$ cat src/rtl/time_set_editor.sv
// ---------------------------------------------------------------------------
// time_set_editor
//
// Button-driven editor for the clock core's time-set bus. A mode press
// snapshots the running time. The user then steps hours, minutes and seconds,
// plus AM/PM when the time was snapshotted in 12h mode. The last mode press
// commits the edit: the new time is driven on stime/sam_pm and set_time is
// held high for SET_HOLD cycles, long enough for the core's slow counters to
// see a trigger edge while set is asserted.
//
// Ports
//   clk        in   system clock, rising edge
//   rst        in   asynchronous reset, active low
//   btn_mode   in   level; a rising edge enters edit mode or advances the field
//   btn_inc    in   level; a rising edge increments the current field
//   btn_dec    in   level; a rising edge decrements the current field
//   btn_cancel in   level; a rising edge abandons the edit with no commit
//   mode12h    in   1 = 12h entry (hours 0..11 + AM/PM), 0 = 24h entry
//   cur_time   in   running time {h1[1:0],h0[3:0],m1[2:0],m0[3:0],s1[2:0],s0[3:0]}
//   cur_am_pm  in   running AM/PM flag
//   stime      out  edited time, BCD, same packing as cur_time
//   sam_pm     out  edited AM/PM; always 0 for a 24h edit
//   set_time   out  commit strobe, high for exactly SET_HOLD cycles
//   editing    out  high while a field is being edited
//   field_sel  out  0 none, 1 hour, 2 minute, 3 second, 4 AM/PM
// ---------------------------------------------------------------------------
module time_set_editor #(
  parameter int SET_HOLD     = 4,
  parameter int EDIT_TIMEOUT = 1000
) (
  input  logic        clk,
  input  logic        rst,
  input  logic        btn_mode,
  input  logic        btn_inc,
  input  logic        btn_dec,
  input  logic        btn_cancel,
  input  logic        mode12h,
  input  logic [19:0] cur_time,
  input  logic        cur_am_pm,
  output logic [19:0] stime,
  output logic        sam_pm,
  output logic        set_time,
  output logic        editing,
  output logic [2:0]  field_sel
);

  localparam int TW = $clog2(EDIT_TIMEOUT + 1);
  localparam int HW = $clog2(SET_HOLD + 1);

  typedef enum logic [2:0] {
    S_IDLE      = 3'd0,
    S_EDIT_HR   = 3'd1,
    S_EDIT_MIN  = 3'd2,
    S_EDIT_SEC  = 3'd3,
    S_EDIT_AMPM = 3'd4,
    S_COMMIT    = 3'd5
  } state_t;

  // Button order inside the vectors: {cancel, mode, inc, dec}
  logic [3:0] btn_vec;
  logic [3:0] prev_q, prev_d;
  logic [3:0] ev;

  logic ev_cancel, ev_mode, ev_inc, ev_dec, ev_any;

  state_t          state_q, state_d;
  logic [4:0]      hr_q, hr_d;
  logic [5:0]      min_q, min_d;
  logic [5:0]      sec_q, sec_d;
  logic            pm_q, pm_d;
  logic            m12_q, m12_d;
  logic [TW-1:0]   tmo_q, tmo_d;
  logic [HW-1:0]   hold_q, hold_d;
  logic [19:0]     stime_q, stime_d;
  logic            sam_pm_q, sam_pm_d;
  logic            set_q, set_d;
  logic            editing_q, editing_d;
  logic [2:0]      field_q, field_d;

  logic [4:0]      hr_max;
  logic [4:0]      snap_hr;
  logic [4:0]      snap_max;

  // ---------------------------------------------------------------------
  // BCD helpers
  // ---------------------------------------------------------------------
  function automatic logic [4:0] bcd2bin_hr(input logic [1:0] t, input logic [3:0] u);
    return ({3'b000, t} * 5'd10) + {1'b0, u};
  endfunction

  function automatic logic [5:0] bcd2bin_ms(input logic [2:0] t, input logic [3:0] u);
    return ({3'b000, t} * 6'd10) + {2'b00, u};
  endfunction

  // Tens come from range compares. Units = v - 10*tens, which can be done in
  // 4-bit arithmetic because the result is always below 16.
  function automatic logic [5:0] bin2bcd_hr(input logic [4:0] v);
    logic [1:0] t;
    logic [3:0] u;
    if (v >= 5'd20)      t = 2'd2;
    else if (v >= 5'd10) t = 2'd1;
    else                 t = 2'd0;
    u = v[3:0] - ({2'b00, t} * 4'd10);
    return {t, u};
  endfunction

  function automatic logic [6:0] bin2bcd_ms(input logic [5:0] v);
    logic [2:0] t;
    logic [3:0] u;
    if (v >= 6'd50)      t = 3'd5;
    else if (v >= 6'd40) t = 3'd4;
    else if (v >= 6'd30) t = 3'd3;
    else if (v >= 6'd20) t = 3'd2;
    else if (v >= 6'd10) t = 3'd1;
    else                 t = 3'd0;
    u = v[3:0] - ({1'b0, t} * 4'd10);
    return {t, u};
  endfunction

  // Modular step over 0..59
  function automatic logic [5:0] step60(input logic [5:0] v, input logic up);
    if (up) return (v == 6'd59) ? 6'd0 : v + 6'd1;
    else    return (v == 6'd0) ? 6'd59 : v - 6'd1;
  endfunction

  // ---------------------------------------------------------------------
  // Rising-edge detection, one history register per button
  // ---------------------------------------------------------------------
  assign btn_vec = {btn_cancel, btn_mode, btn_inc, btn_dec};

  generate
    for (genvar gi = 0; gi < 4; gi++) begin : g_edge
      assign ev[gi] = btn_vec[gi] & ~prev_q[gi];
    end
  endgenerate

  assign ev_cancel = ev[3];
  assign ev_mode   = ev[2];
  assign ev_inc    = ev[1];
  assign ev_dec    = ev[0];
  assign ev_any    = |ev;

  assign hr_max   = m12_q ? 5'd11 : 5'd23;
  assign snap_max = mode12h ? 5'd11 : 5'd23;
  assign snap_hr  = bcd2bin_hr(cur_time[19:18], cur_time[17:14]);

  // ---------------------------------------------------------------------
  // Next-state logic
  // ---------------------------------------------------------------------
  always_comb begin
    prev_d    = btn_vec;
    state_d   = state_q;
    hr_d      = hr_q;
    min_d     = min_q;
    sec_d     = sec_q;
    pm_d      = pm_q;
    m12_d     = m12_q;
    tmo_d     = tmo_q;
    hold_d    = hold_q;
    stime_d   = stime_q;
    sam_pm_d  = sam_pm_q;

    unique case (state_q)
      S_IDLE: begin
        tmo_d  = '0;
        hold_d = '0;
        if (ev_mode) begin
          // mode12h is latched here; later changes do not affect this edit
          hr_d    = (snap_hr > snap_max) ? 5'd0 : snap_hr;
          min_d   = bcd2bin_ms(cur_time[13:11], cur_time[10:7]);
          sec_d   = bcd2bin_ms(cur_time[6:4], cur_time[3:0]);
          pm_d    = cur_am_pm;
          m12_d   = mode12h;
          state_d = S_EDIT_HR;
        end
      end

      S_EDIT_HR, S_EDIT_MIN, S_EDIT_SEC, S_EDIT_AMPM: begin
        // Any button edge, including an inc+dec no-op, restarts the timeout
        tmo_d = ev_any ? '0 : tmo_q + TW'(1);

        if (ev_cancel) begin
          state_d = S_IDLE;
        end else if (ev_mode) begin
          if ((state_q == S_EDIT_AMPM) || ((state_q == S_EDIT_SEC) && !m12_q)) begin
            // Commit: the outputs are loaded on the same edge that enters COMMIT
            stime_d  = {bin2bcd_hr(hr_q), bin2bcd_ms(min_q), bin2bcd_ms(sec_q)};
            sam_pm_d = m12_q & pm_q;
            hold_d   = '0;
            state_d  = S_COMMIT;
          end else if (state_q == S_EDIT_HR) begin
            state_d = S_EDIT_MIN;
          end else if (state_q == S_EDIT_MIN) begin
            state_d = S_EDIT_SEC;
          end else begin
            state_d = S_EDIT_AMPM;
          end
        end else if (ev_inc ^ ev_dec) begin
          unique case (state_q)
            S_EDIT_HR: begin
              if (ev_inc) hr_d = (hr_q == hr_max) ? 5'd0 : hr_q + 5'd1;
              else        hr_d = (hr_q == 5'd0) ? hr_max : hr_q - 5'd1;
            end
            S_EDIT_MIN:  min_d = step60(min_q, ev_inc);
            S_EDIT_SEC:  sec_d = step60(sec_q, ev_inc);
            default:     pm_d  = ~pm_q;
          endcase
        end else if (!ev_any && (tmo_q == TW'(EDIT_TIMEOUT - 1))) begin
          // This cycle the quiet count reaches EDIT_TIMEOUT
          state_d = S_IDLE;
        end
      end

      S_COMMIT: begin
        // Buttons are ignored; only the hold counter advances
        if (hold_q == HW'(SET_HOLD - 1)) begin
          hold_d  = '0;
          state_d = S_IDLE;
        end else begin
          hold_d = hold_q + HW'(1);
        end
      end

      default: begin
        state_d = S_IDLE;
      end
    endcase

    // Outputs are decoded from the next state so they can be registered
    set_d     = (state_d == S_COMMIT);
    editing_d = (state_d == S_EDIT_HR) || (state_d == S_EDIT_MIN) ||
                (state_d == S_EDIT_SEC) || (state_d == S_EDIT_AMPM);
    field_d   = editing_d ? 3'(state_d) : 3'd0;
  end

  // ---------------------------------------------------------------------
  // State registers
  // ---------------------------------------------------------------------
  always_ff @(posedge clk or negedge rst) begin
    if (!rst) begin
      prev_q    <= '0;
      state_q   <= S_IDLE;
      hr_q      <= '0;
      min_q     <= '0;
      sec_q     <= '0;
      pm_q      <= 1'b0;
      m12_q     <= 1'b0;
      tmo_q     <= '0;
      hold_q    <= '0;
      stime_q   <= '0;
      sam_pm_q  <= 1'b0;
      set_q     <= 1'b0;
      editing_q <= 1'b0;
      field_q   <= '0;
    end else begin
      prev_q    <= prev_d;
      state_q   <= state_d;
      hr_q      <= hr_d;
      min_q     <= min_d;
      sec_q     <= sec_d;
      pm_q      <= pm_d;
      m12_q     <= m12_d;
      tmo_q     <= tmo_d;
      hold_q    <= hold_d;
      stime_q   <= stime_d;
      sam_pm_q  <= sam_pm_d;
      set_q     <= set_d;
      editing_q <= editing_d;
      field_q   <= field_d;
    end
  end

  assign stime     = stime_q;
  assign sam_pm    = sam_pm_q;
  assign set_time  = set_q;
  assign editing   = editing_q;
  assign field_sel = field_q;

endmodule

$ cat config.mk
export PLATFORM = sky130hd
export DESIGN_NAME = time_set_editor
export DESIGN_NICKNAME = d
export VERILOG_FILES = /design/src/rtl/time_set_editor.sv
export SDC_FILE = /design/constraint.sdc
export NUM_CORES = 1
export LEC_CHECK = 0
export ABC_AREA = 1
export CAP_MARGIN = 10
export CORE_UTILIZATION = 45
export DETAILED_ROUTE_END_ITERATION = 6
export PLACE_DENSITY = 0.71
export REMOVE_ABC_BUFFERS = 1
export SLEW_MARGIN = 0
export SYNTH_ARGS = -nofsm -noshare
export SYNTH_HDL_FRONTEND = slang
export SYNTH_SLANG_ARGS = --single-unit
$ cat constraint.sdc
create_clock -name clk -period 3.5 [get_ports clk]
set_input_delay 0.875 -clock clk [delete_from_list [all_inputs] [get_ports clk]]
set_output_delay 0.875 -clock clk [all_outputs]
set_load 0.1 [all_outputs]
# --- Word-level counts from Yosys, hierarchy flattened ---
# Index checks and enable logic that the tools add are counted.
word_totals:
  ff_bits: 65
  in_bits: 28
  output_inout_bits: 26
  wordCells: 186
classes:
  addsub: 14
  multipliers: 6
  order_cmp: 13
  eq_ne: 25
  n_mux: 78
  bitwise_logic: 12
  reduce_logical: 24
op_table:
  columns: ["operator", "count"]
  rows:
  - ["2-to-1 mux 6 bit", 16]
  - ["2-to-1 mux 3 bit", 26]
  - ["2-to-1 mux 5 bit", 11]
  - [">= comparator 6 x 5 -> 1 bit, second input constant", 4]
  - [">= comparator 6 bit, second input constant", 4]
  - ["one-hot mux 6 bit (2 select lines)", 2]
  - ["AND reduction 6 bit", 4]
  - ["inequality test 2 bit, second input constant", 10]
  - ["one-hot mux 10 bit (2 select lines)", 1]
  - ["2-to-1 mux 2 bit", 9]
  - ["one-hot mux 3 bit (3 select lines)", 2]
  - ["equality test 3 x 2 -> 1 bit, second input constant", 5]
  - ["adder 6 x 1 -> 6 bit, second input constant", 2]
  - ["adder 6 x 4 -> 6 bit", 2]
  - ["equality test 3 bit, second input constant", 4]
  - ["equality test 6 bit, second input constant", 2]
  - [">= comparator 6 x 4 -> 1 bit, second input constant", 2]
  - ["zero test 6 bit", 2]
  - ["subtractor 4 bit", 3]
  - ["subtractor 6 x 1 -> 6 bit, second input constant", 2]
  - ["adder 10 x 1 -> 10 bit, second input constant", 1]
  - ["equality test 10 bit, second input constant", 1]
  - ["multiplier 3 x 3 -> 5 bit, second input constant", 2]
  - ["2-to-1 mux 10 bit", 1]
  - ["other kinds (29)", 54]

# --- Depth between registers and ports, before layout ---
# Gate-level depths: netlist of run 1.
depth:
  word_depth: 15
  mapped_depth: 16
  depth_no_buf: 15

# --- Least setup slack after synthesis of run 1 ---
# No wires, ideal clock.
synth_path:
  path_kind: "input to register"
  startpoint: "in cur_time[15]"
  endpoint: "reg hr_q[2]"
  setup_ps: 77
  t_arrival_ps: 2591
  required_ps: 3423
  setup_slack_ps: 831
  stages: 12
  n_path_buf: 0
  path_cell_list: "ha_1 -> inv_1 -> fa_1 -> xor2_1 -> inv_1 -> ha_1 -> nand2_1 -> o21ai_0 -> nand2_1 -> nor2_1 -> nor2_1 -> a21oi_1"
synth_between:
  elab_chain_cells: 5
synth_rtl:
  columns: ["item", "line", "rtl"]
  rows:
  - ["start: declaration", "38", "input logic [19:0] cur_time,"]
  - ["adder 5 x 4 -> 5 bit *", "88", "return ({3'b000, t} * 5'd10) + {1'b0, u};"]
  - ["> comparator 5 bit", "169", "hr_d = (snap_hr > snap_max) ? 5'd0 : snap_hr;"]
  - ["2-to-1 mux 5 bit *", "169", null]
  - ["2-to-1 mux 5 bit *", "167", "if (ev_mode) begin"]
  - ["one-hot mux 5 bit (2 select lines) *", "163", "unique case (state_q)"]
  - ["end signal: assignment", "258", "hr_q <= hr_d;"]
  - ["end: declaration", "67", "logic [4:0] hr_q, hr_d;"]
# Every way passes the cells marked *; elsewhere a longest branch is shown, timed or not. The select of a mux whose other input is x is not followed.
# A chain may end at the register's enable or synchronous reset.

# --- Worst setup path in the final report of run 1 ---
layout_path:
  startpoint: "in cur_time[18]"
  endpoint: "reg hr_q[3]"
layout_between:
  elab_chain_cells: 6
layout_rtl:
  columns: ["item", "line"]
  rows:
  - ["multiplier 2 x 3 -> 4 bit *", "88"]
  - ["adder 5 x 4 -> 5 bit *", "88"]
  - ["> comparator 5 bit", "169"]
  - ["2-to-1 mux 5 bit *", "169"]
  - ["2-to-1 mux 5 bit *", "167"]
  - ["one-hot mux 5 bit (2 select lines) *", "163"]
# Marked as above.

==> metrics.cfg, run 1 <==
[status]
status = finished clean

[synthesis]
postSynth.topFlopCell = sky130_fd_sc_hd__dfrtp_1
synth_compound_gate_area_share_pct = 12.8
yosys_register_bits = 65
post_synth_num_cell_types = 39
post_synth_and_or_nand_nor_area_fraction_pct = 26.6
proportion_of_netlist_area_held_by_the_largest_area_contributor_pct = 34.9
post_synth_xor_area_fraction_pct = 5.26
synth.cell_area_mm2 = 0.00467
muxShareOfSynthArea_pct = 0.215
synth_top_area_cell = sky130_fd_sc_hd__dfrtp_1
synthTopCellsByCount = 173 x sky130_fd_sc_hd__nand2_1, 79 x sky130_fd_sc_hd__inv_1, 65 x sky130_fd_sc_hd__dfrtp_1, 65 x sky130_fd_sc_hd__o21ai_0, 59 x sky130_fd_sc_hd__nor2_1
synthArstFlopShare_pct = 100
count_of_flip_flops_with_a_built_in_enable_after_synthesis = 0
main_combinational_cell_family_by_area_after_synthesis = simple AND/OR/NAND/NOR gates
ys.warnings.count = 0
netlist_instances = 640
post-synth-top-count-cell = sky130_fd_sc_hd__nand2_1
syn-mean-instance-area_um2 = 7.29
synth_sequential_area_ratio_pct = 34.9
ys_top_cells_by_area = sky130_fd_sc_hd__dfrtp_1 35%, sky130_fd_sc_hd__nand2_1 14%, sky130_fd_sc_hd__ha_1 8.8%
synth_adder_area_share_pct = 11.4

[timing]
unrepaired_setup_endpoints_after_global_routing = no
fin_worst_hold_slack_ns = 0.482
timing.final.crit_share_pct = 87.1
final_period_minus_worst_setup_slack_ns = 3.05
fin_setup_tns_ns = 0
timing.max_slew.rel_slack_pct = 31.6
finalMaxSlewViolations = 0
fin_skew_ns = 0.00944
setup_viol = 0
worstMarginPinSlew_ns = 1.03
post-route-worst-setup-slack_ns = 0.452
max_freq_ghz = 0.328
hold_viol_final = 0

[drt]
routed_wl_um = 10700
routed_wire_length_per_instance_um = 12.9
detail_route.drc_violations = 0
routed-via-count = 4281
viasPerCell = 5.15
drtIter0Drc = 164
antenna_left = 0
drt_first_pass_iters = 6

[pwr]
p_comb_share_pct = 60.4
max-vdd-ir-drop_v = 0.000559
pwr_density_cell_mw_per_mm2 = 882
fin_total_pwr_mw = 4.79
switching_share_pct = 54.7
power.leakage_nw = 2.79
clock_power_share_pct = 13.4
net_switching_power_mw = 2.62
pwr-share-seq_pct = 26.2
internal-power_mw = 2.17

[floorplanning]
die_area_mm2 = 0.0108
rows = 36
floorplan.initialDensity_pct = 47.1
die_h_um = 104
area_of_the_core_region_mm2 = 0.00991
floorplan.io_pins = 54
fp.dieW_um = 104

[flow_run]
max-cap-violations = 0

[clock_tree]
cts_setup_buffers = 0
clockBufferDepth = 2
worstSkewPairLatency_ns = 0.35
hold_buffers = 0
cts_made_buffers = 9
ctsResizeCount = 0
cts_tree = done
cts.root.buffer_cell = sky130_fd_sc_hd__clkbuf_8
cts.clk_slew.worst_paths_ns = 0.07
cts_htree_levels = 3
cts_num_sinks = 65

[global_routing]
met2_grt_util_pct = 35.9
grt_start_max_net_pins = 46
grt_overflow_total = 0
use_met1_pct = 26.7
antenna_found_initial = 0
first_pass_grt_wire_length_um = 18600
grt_util_all_layers_pct = 20.9
global_routing_met3_resource_utilization_pct = 3.90
grt_pass1_vias = 4161
gr-max-usage-layer = met2

[setup_path]
critical_path_peak_fanout = 3
cp_data_required_time_ns = 3.78
type_of_the_worst_setup_path = in -> reg
setup.worst_path.start_class = input pin
crit_arrival_ns = 3.33
worstSetupEndpointType = register

[layout]
area_occupied_by_multi_input_gates_mm2 = 0.00263
drive_gt1_share_pct = 9.31
n_antenna_cell = 0
layout.cells.non_filler = 831
layout.filler_cells = 982
num-nets-final = 760
final-seq-area_mm2 = 0.00163
final_area_mm2 = 0.00543
synthesis_to_layout_area_growth_pct = 16.4
utilization_after_layout_pct = 54.8

[placement]
gp_routability_congestion = 0.880
dpl.cell_count = 815
pre_cts_ws_ns = 0.0742
io_buffers = 53
dpl-instance-area_mm2 = 0.00524
hpwlAfterDp_um = 8120

[hold_path]
hold_path_class = reg -> reg

==> per-layer routing <==
metal / vias to the layer above / part of all wire (%)
met5: - / 0
li1: 2168 / -
met4: 0 / 1.5
met1: 1979 / 46
met2: 115 / 48
met3: 19 / 4.5
==> cells by family (layout without fill, tap and decap cells) <==
kind of cell / count (synthesis) / after routing
simple gates: 299 / 299
flops: 65 / 65
mux: 1 / 1
compound gates: 107 / 107
buf+inv: 101 / 159
xor+xnor: 28 / 28
fa+ha+maj: 39 / 39
==> flip-flops by register name, summed over array words and instances (netlist names) <==
| signal | count |
|---|---|
| editing | 1 |
| field_sel | 3 |
| hold_q | 3 |
| hr_q | 5 |
| m12_q | 1 |
| min_q | 6 |
| pm_q | 1 |
| prev_q | 4 |
| sam_pm | 1 |
| sec_q | 6 |
| set_time | 1 |
| state_q | 3 |
| stime | 20 |
| tmo_q | 10 |
==> cell usage in the layout (no fill, tap or decap), types with 2 or more instances in the layout <==
cell	count
sky130_fd_sc_hd__o21ai_1	2
sky130_fd_sc_hd__o21ai_0	65
sky130_fd_sc_hd__nand2_2	2
sky130_fd_sc_hd__o31ai_1	3
sky130_fd_sc_hd__ha_1	33
sky130_fd_sc_hd__xnor2_1	8
sky130_fd_sc_hd__fa_1	6
sky130_fd_sc_hd__o211ai_1	2
sky130_fd_sc_hd__inv_1	79
sky130_fd_sc_hd__a31oi_1	5
sky130_fd_sc_hd__nor3_1	2
sky130_fd_sc_hd__a21o_1	2
sky130_fd_sc_hd__buf_4	31
sky130_fd_sc_hd__nand2_4	2
sky130_fd_sc_hd__nor2_2	2
sky130_fd_sc_hd__a21boi_0	2
sky130_fd_sc_hd__nand3_1	51
sky130_fd_sc_hd__nand4_1	3
sky130_fd_sc_hd__xor2_1	20
sky130_fd_sc_hd__nand2_1	173
sky130_fd_sc_hd__a21oi_1	17
sky130_fd_sc_hd__clkinv_2	2
sky130_fd_sc_hd__inv_2	6
sky130_fd_sc_hd__dfrtp_1	65
sky130_fd_sc_hd__clkbuf_8	9
sky130_fd_sc_hd__nor2_1	59
sky130_fd_sc_hd__o22ai_1	4
sky130_fd_sc_hd__clkdlybuf4s50_1	26
sky130_fd_sc_hd__clkinvlp_4	3
==> critical path, cell delays in order <==
cell and delay, ns:
sky130_fd_sc_hd__clkdlybuf4s50_1 0.49, sky130_fd_sc_hd__ha_1 0.17, sky130_fd_sc_hd__inv_1 0.06, sky130_fd_sc_hd__fa_1 0.38
sky130_fd_sc_hd__xor2_1 0.21, sky130_fd_sc_hd__inv_1 0.08, sky130_fd_sc_hd__ha_1 0.30, sky130_fd_sc_hd__nand2_1 0.05
sky130_fd_sc_hd__o21ai_0 0.27, sky130_fd_sc_hd__nand2_1 0.15, sky130_fd_sc_hd__nor2_1 0.12, sky130_fd_sc_hd__nor2_1 0.06
sky130_fd_sc_hd__a21oi_1 0.13
==> power groups by stage <==
stage / sequential (mW) / combinational (mW) / clock, mW
2_1_floorplan: 1.95 / 1.53 / 0
3_3_place_gp: 1.26 / 2.84 / 0
3_5_place_dp: 1.26 / 2.89 / 0
4_1_cts: 1.25 / 2.90 / 0.658
5_1_grt: 1.30 / 3.24 / 0.679
6_report: 1.26 / 2.89 / 0.641
==> worst paths after layout <==
check                        startpoint    endpoint  slack [ns]  cells past startpoint
setup / recovery           cur_time[18]     hr_q[3]        0.45                     13
hold / removal                 stime[3]    stime[3]        0.48                      2
setup reg to reg               min_q[0]   stime[10]        0.89                     10
hold reg to reg                stime[3]    stime[3]        0.48                      2
max in group asynchronous           rst  state_q[1]        2.05                      2
min in group asynchronous           rst    sec_q[5]        0.68                      1
==> layout make-up <==
| type | instances | area share [%] |
|---|---|---|
| sequential | 65 | 29.9 |
| timing repair buffer | 58 | 9.17 |
| clock inverter | 7 | 1.31 |
| inverter | 85 | 5.87 |
| clock buffer | 9 | 2.28 |
| tap | 133 | 3.06 |
| multi-input combinational | 474 | 48.4 |
Power figures use the tool's default switching activity.
==> run 2, diff against run 1 <==
--- a/config.mk
+++ b/config.mk
@@ -7,6 +7,7 @@
 export LEC_CHECK = 0
 export ABC_AREA = 1
 export CAP_MARGIN = 10
+export CORE_MARGIN = 4
 export CORE_UTILIZATION = 45
 export DETAILED_ROUTE_END_ITERATION = 6
 export PLACE_DENSITY = 0.71
==> metrics.cfg, run 2 (synthesis gave the netlist of run 1 again) <==
[timing]
fin_skew_ns = 0.00972  ; +0.000282 ns
final_period_minus_worst_setup_slack_ns = 3.06  ; +0.00831 ns
worstMarginPinSlew_ns = 0.501  ; -0.525 ns
max_freq_ghz = 0.327  ; -0.27%
unrepaired_setup_endpoints_after_global_routing = no
fin_setup_tns_ns = 0  ; unchanged
finalMaxSlewViolations = 0  ; unchanged
timing.max_slew.rel_slack_pct = 66.3  ; +35 points
timing.final.crit_share_pct = 87.3  ; +0.24 points
setup_viol = 0  ; unchanged
hold_viol_final = 0  ; unchanged

[setup_path]
type_of_the_worst_setup_path = in -> reg
critical_path_peak_fanout = 3  ; unchanged
setup.worst_path.start_class = input pin
worstSetupEndpointType = register
cp_data_required_time_ns = 3.77  ; about the same
crit_arrival_ns = 3.32  ; about the same

[floorplanning]
die_h_um = 110  ; +5.8%
rows = 36  ; unchanged
fp.dieW_um = 110  ; +5.8%
area_of_the_core_region_mm2 = 0.00995  ; +0.45%
floorplan.initialDensity_pct = 46.9  ; -0.21 points
floorplan.io_pins = 54  ; unchanged
die_area_mm2 = 0.0121  ; +12%

[clock_tree]
cts_setup_buffers = 0  ; unchanged
cts.root.buffer_cell = sky130_fd_sc_hd__clkbuf_8
hold_buffers = 0  ; unchanged
cts_tree = done
cts_htree_levels = 3  ; unchanged
cts.clk_slew.worst_paths_ns = 0.08  ; about the same
cts_made_buffers = 9  ; unchanged
ctsResizeCount = 0  ; unchanged
worstSkewPairLatency_ns = 0.34  ; about the same
cts_num_sinks = 65  ; unchanged
clockBufferDepth = 2  ; unchanged

[layout]
drive_gt1_share_pct = 9.18  ; -0.13 points
synthesis_to_layout_area_growth_pct = 17.1
n_antenna_cell = 0  ; unchanged
layout.filler_cells = 968  ; -1.4%
num-nets-final = 759  ; -0.13%
mostFrequentLayoutCell = sky130_fd_sc_hd__nand2_1
largest_reg_flops = 20  ; unchanged
most_used_cells_in_the_layout_excluding_fill_and_tap_cells = 173 x sky130_fd_sc_hd__nand2_1, 79 x sky130_fd_sc_hd__inv_1, 65 x sky130_fd_sc_hd__o21ai_0, 65 x sky130_fd_sc_hd__dfrtp_1, 59 x sky130_fd_sc_hd__nor2_1
final-seq-area_mm2 = 0.00163  ; unchanged
area_occupied_by_multi_input_gates_mm2 = 0.00263  ; unchanged

[pwr]
power.leakage_nw = 2.80  ; +0.64%
max-vdd-ir-drop_v = 0.000799  ; +43%
pwr_density_cell_mw_per_mm2 = 888  ; +0.70%
fin_total_pwr_mw = 4.85  ; +1.2%

[global_routing]
grt_start_max_net_pins = 66  ; +43%
grt_util_all_layers_pct = 18.7  ; -2.3 points
global_routing_met3_resource_utilization_pct = 3.35  ; -0.55 points
grt_pass1_vias = 4125  ; -0.87%
use_met1_pct = 23.6  ; -3.1 points
grt_overflow_total = 0  ; unchanged
first_pass_grt_wire_length_um = 18200  ; -2.3%
antenna_found_initial = 0  ; unchanged
met2_grt_util_pct = 32.1  ; -3.8 points
gr-max-usage-layer = met2

[placement]
hpwlAfterDp_um = 8070  ; -0.58%
io_buffers = 53  ; unchanged
gp_routability_congestion = 0.912  ; +3.7%

[hold_path]
hold_path_class = reg -> reg

[flow_run]
max-cap-violations = 0  ; unchanged

[drt]
routed-via-count = 4189  ; -2.1%
detail_route.drc_violations = 0  ; unchanged
drtIter0Drc = 185  ; +13%
antenna_left = 0  ; unchanged
drt_first_pass_iters = 4  ; -2
viasPerCell = 5.05  ; -2.0%
routed_wl_um = 10600  ; -0.81%
routed_wire_length_per_instance_um = 12.8  ; -0.69%

[status]
status = finished clean

[run 2: area by class of cell]
type	count	area share (%)
Sequential cell	65	29.8
Inverter	85	5.84
Tap cell	133	3.05
Clock buffer	9	2.27
Multi-Input combinational cell	474	48.1
Timing Repair Buffer	57	9.21
Clock inverter	7	1.74
[run 2: metal layers]
layer,share of wire [%],wire [µm],up-vias
met3,4.4,465,13
li1,-,-,2161
met5,0,0,-
met1,46,4910,1932
met4,1.3,141,0
met2,48,5090,83
[run 2: power by group]
group | switching [mW] | internal (mW) | leakage (nW)
Combinational | 2.03 | 0.860 | 1.85
Clock | 0.298 | 0.401 | 0.109
Sequential | 0.282 | 0.980 | 0.847
Total | 2.61 | 2.24 | 2.80
[run 2: worst paths after layout]
kind	startpoint	endpoint	slack [ns]	depth (start not counted)
max in group asynchronous	rst	stime[15]	2.66	2
min reg2reg	hold_q[0]	hold_q[0]	0.48	1
max	cur_time[18]	hr_q[4]	0.44	13
max reg2reg	min_q[0]	stime[10]	0.91	10
min in group asynchronous	rst	sec_q[5]	0.53	2
min	hold_q[0]	hold_q[0]	0.48	1
[run 2: critical path, stage by stage]
cell and delay, ns:
sky130_fd_sc_hd__clkdlybuf4s50_1 0.48, sky130_fd_sc_hd__ha_1 0.16, sky130_fd_sc_hd__inv_1 0.05, sky130_fd_sc_hd__fa_1 0.38
sky130_fd_sc_hd__xor2_1 0.24, sky130_fd_sc_hd__inv_1 0.07, sky130_fd_sc_hd__ha_1 0.29, sky130_fd_sc_hd__nand2_1 0.04
sky130_fd_sc_hd__o21ai_0 0.28, sky130_fd_sc_hd__nand2_1 0.14, sky130_fd_sc_hd__nor2_1 0.12, sky130_fd_sc_hd__nor2_1 0.05
sky130_fd_sc_hd__a21oi_1 0.14
[run 2: per-stage QoR]
step | setup WS (ns) | utilization (%) | cells | instance area [µm²] | hold slack, ns
after detailed placement | 0.0760 | 52.7 | 814 | 5240 | 0.470
after global routing | 0.249 | 54.9 | 830 | 5460 | 0.503
after global placement | 0.205 | 52.7 | 814 | 5240 | 0.466
after CTS | 0.431 | 54.9 | 830 | 5460 | 0.486
final | 0.443 | 54.9 | 830 | 5460 | 0.483
after floorplan | 0.623 | - | 624 | 4570 | 0.457
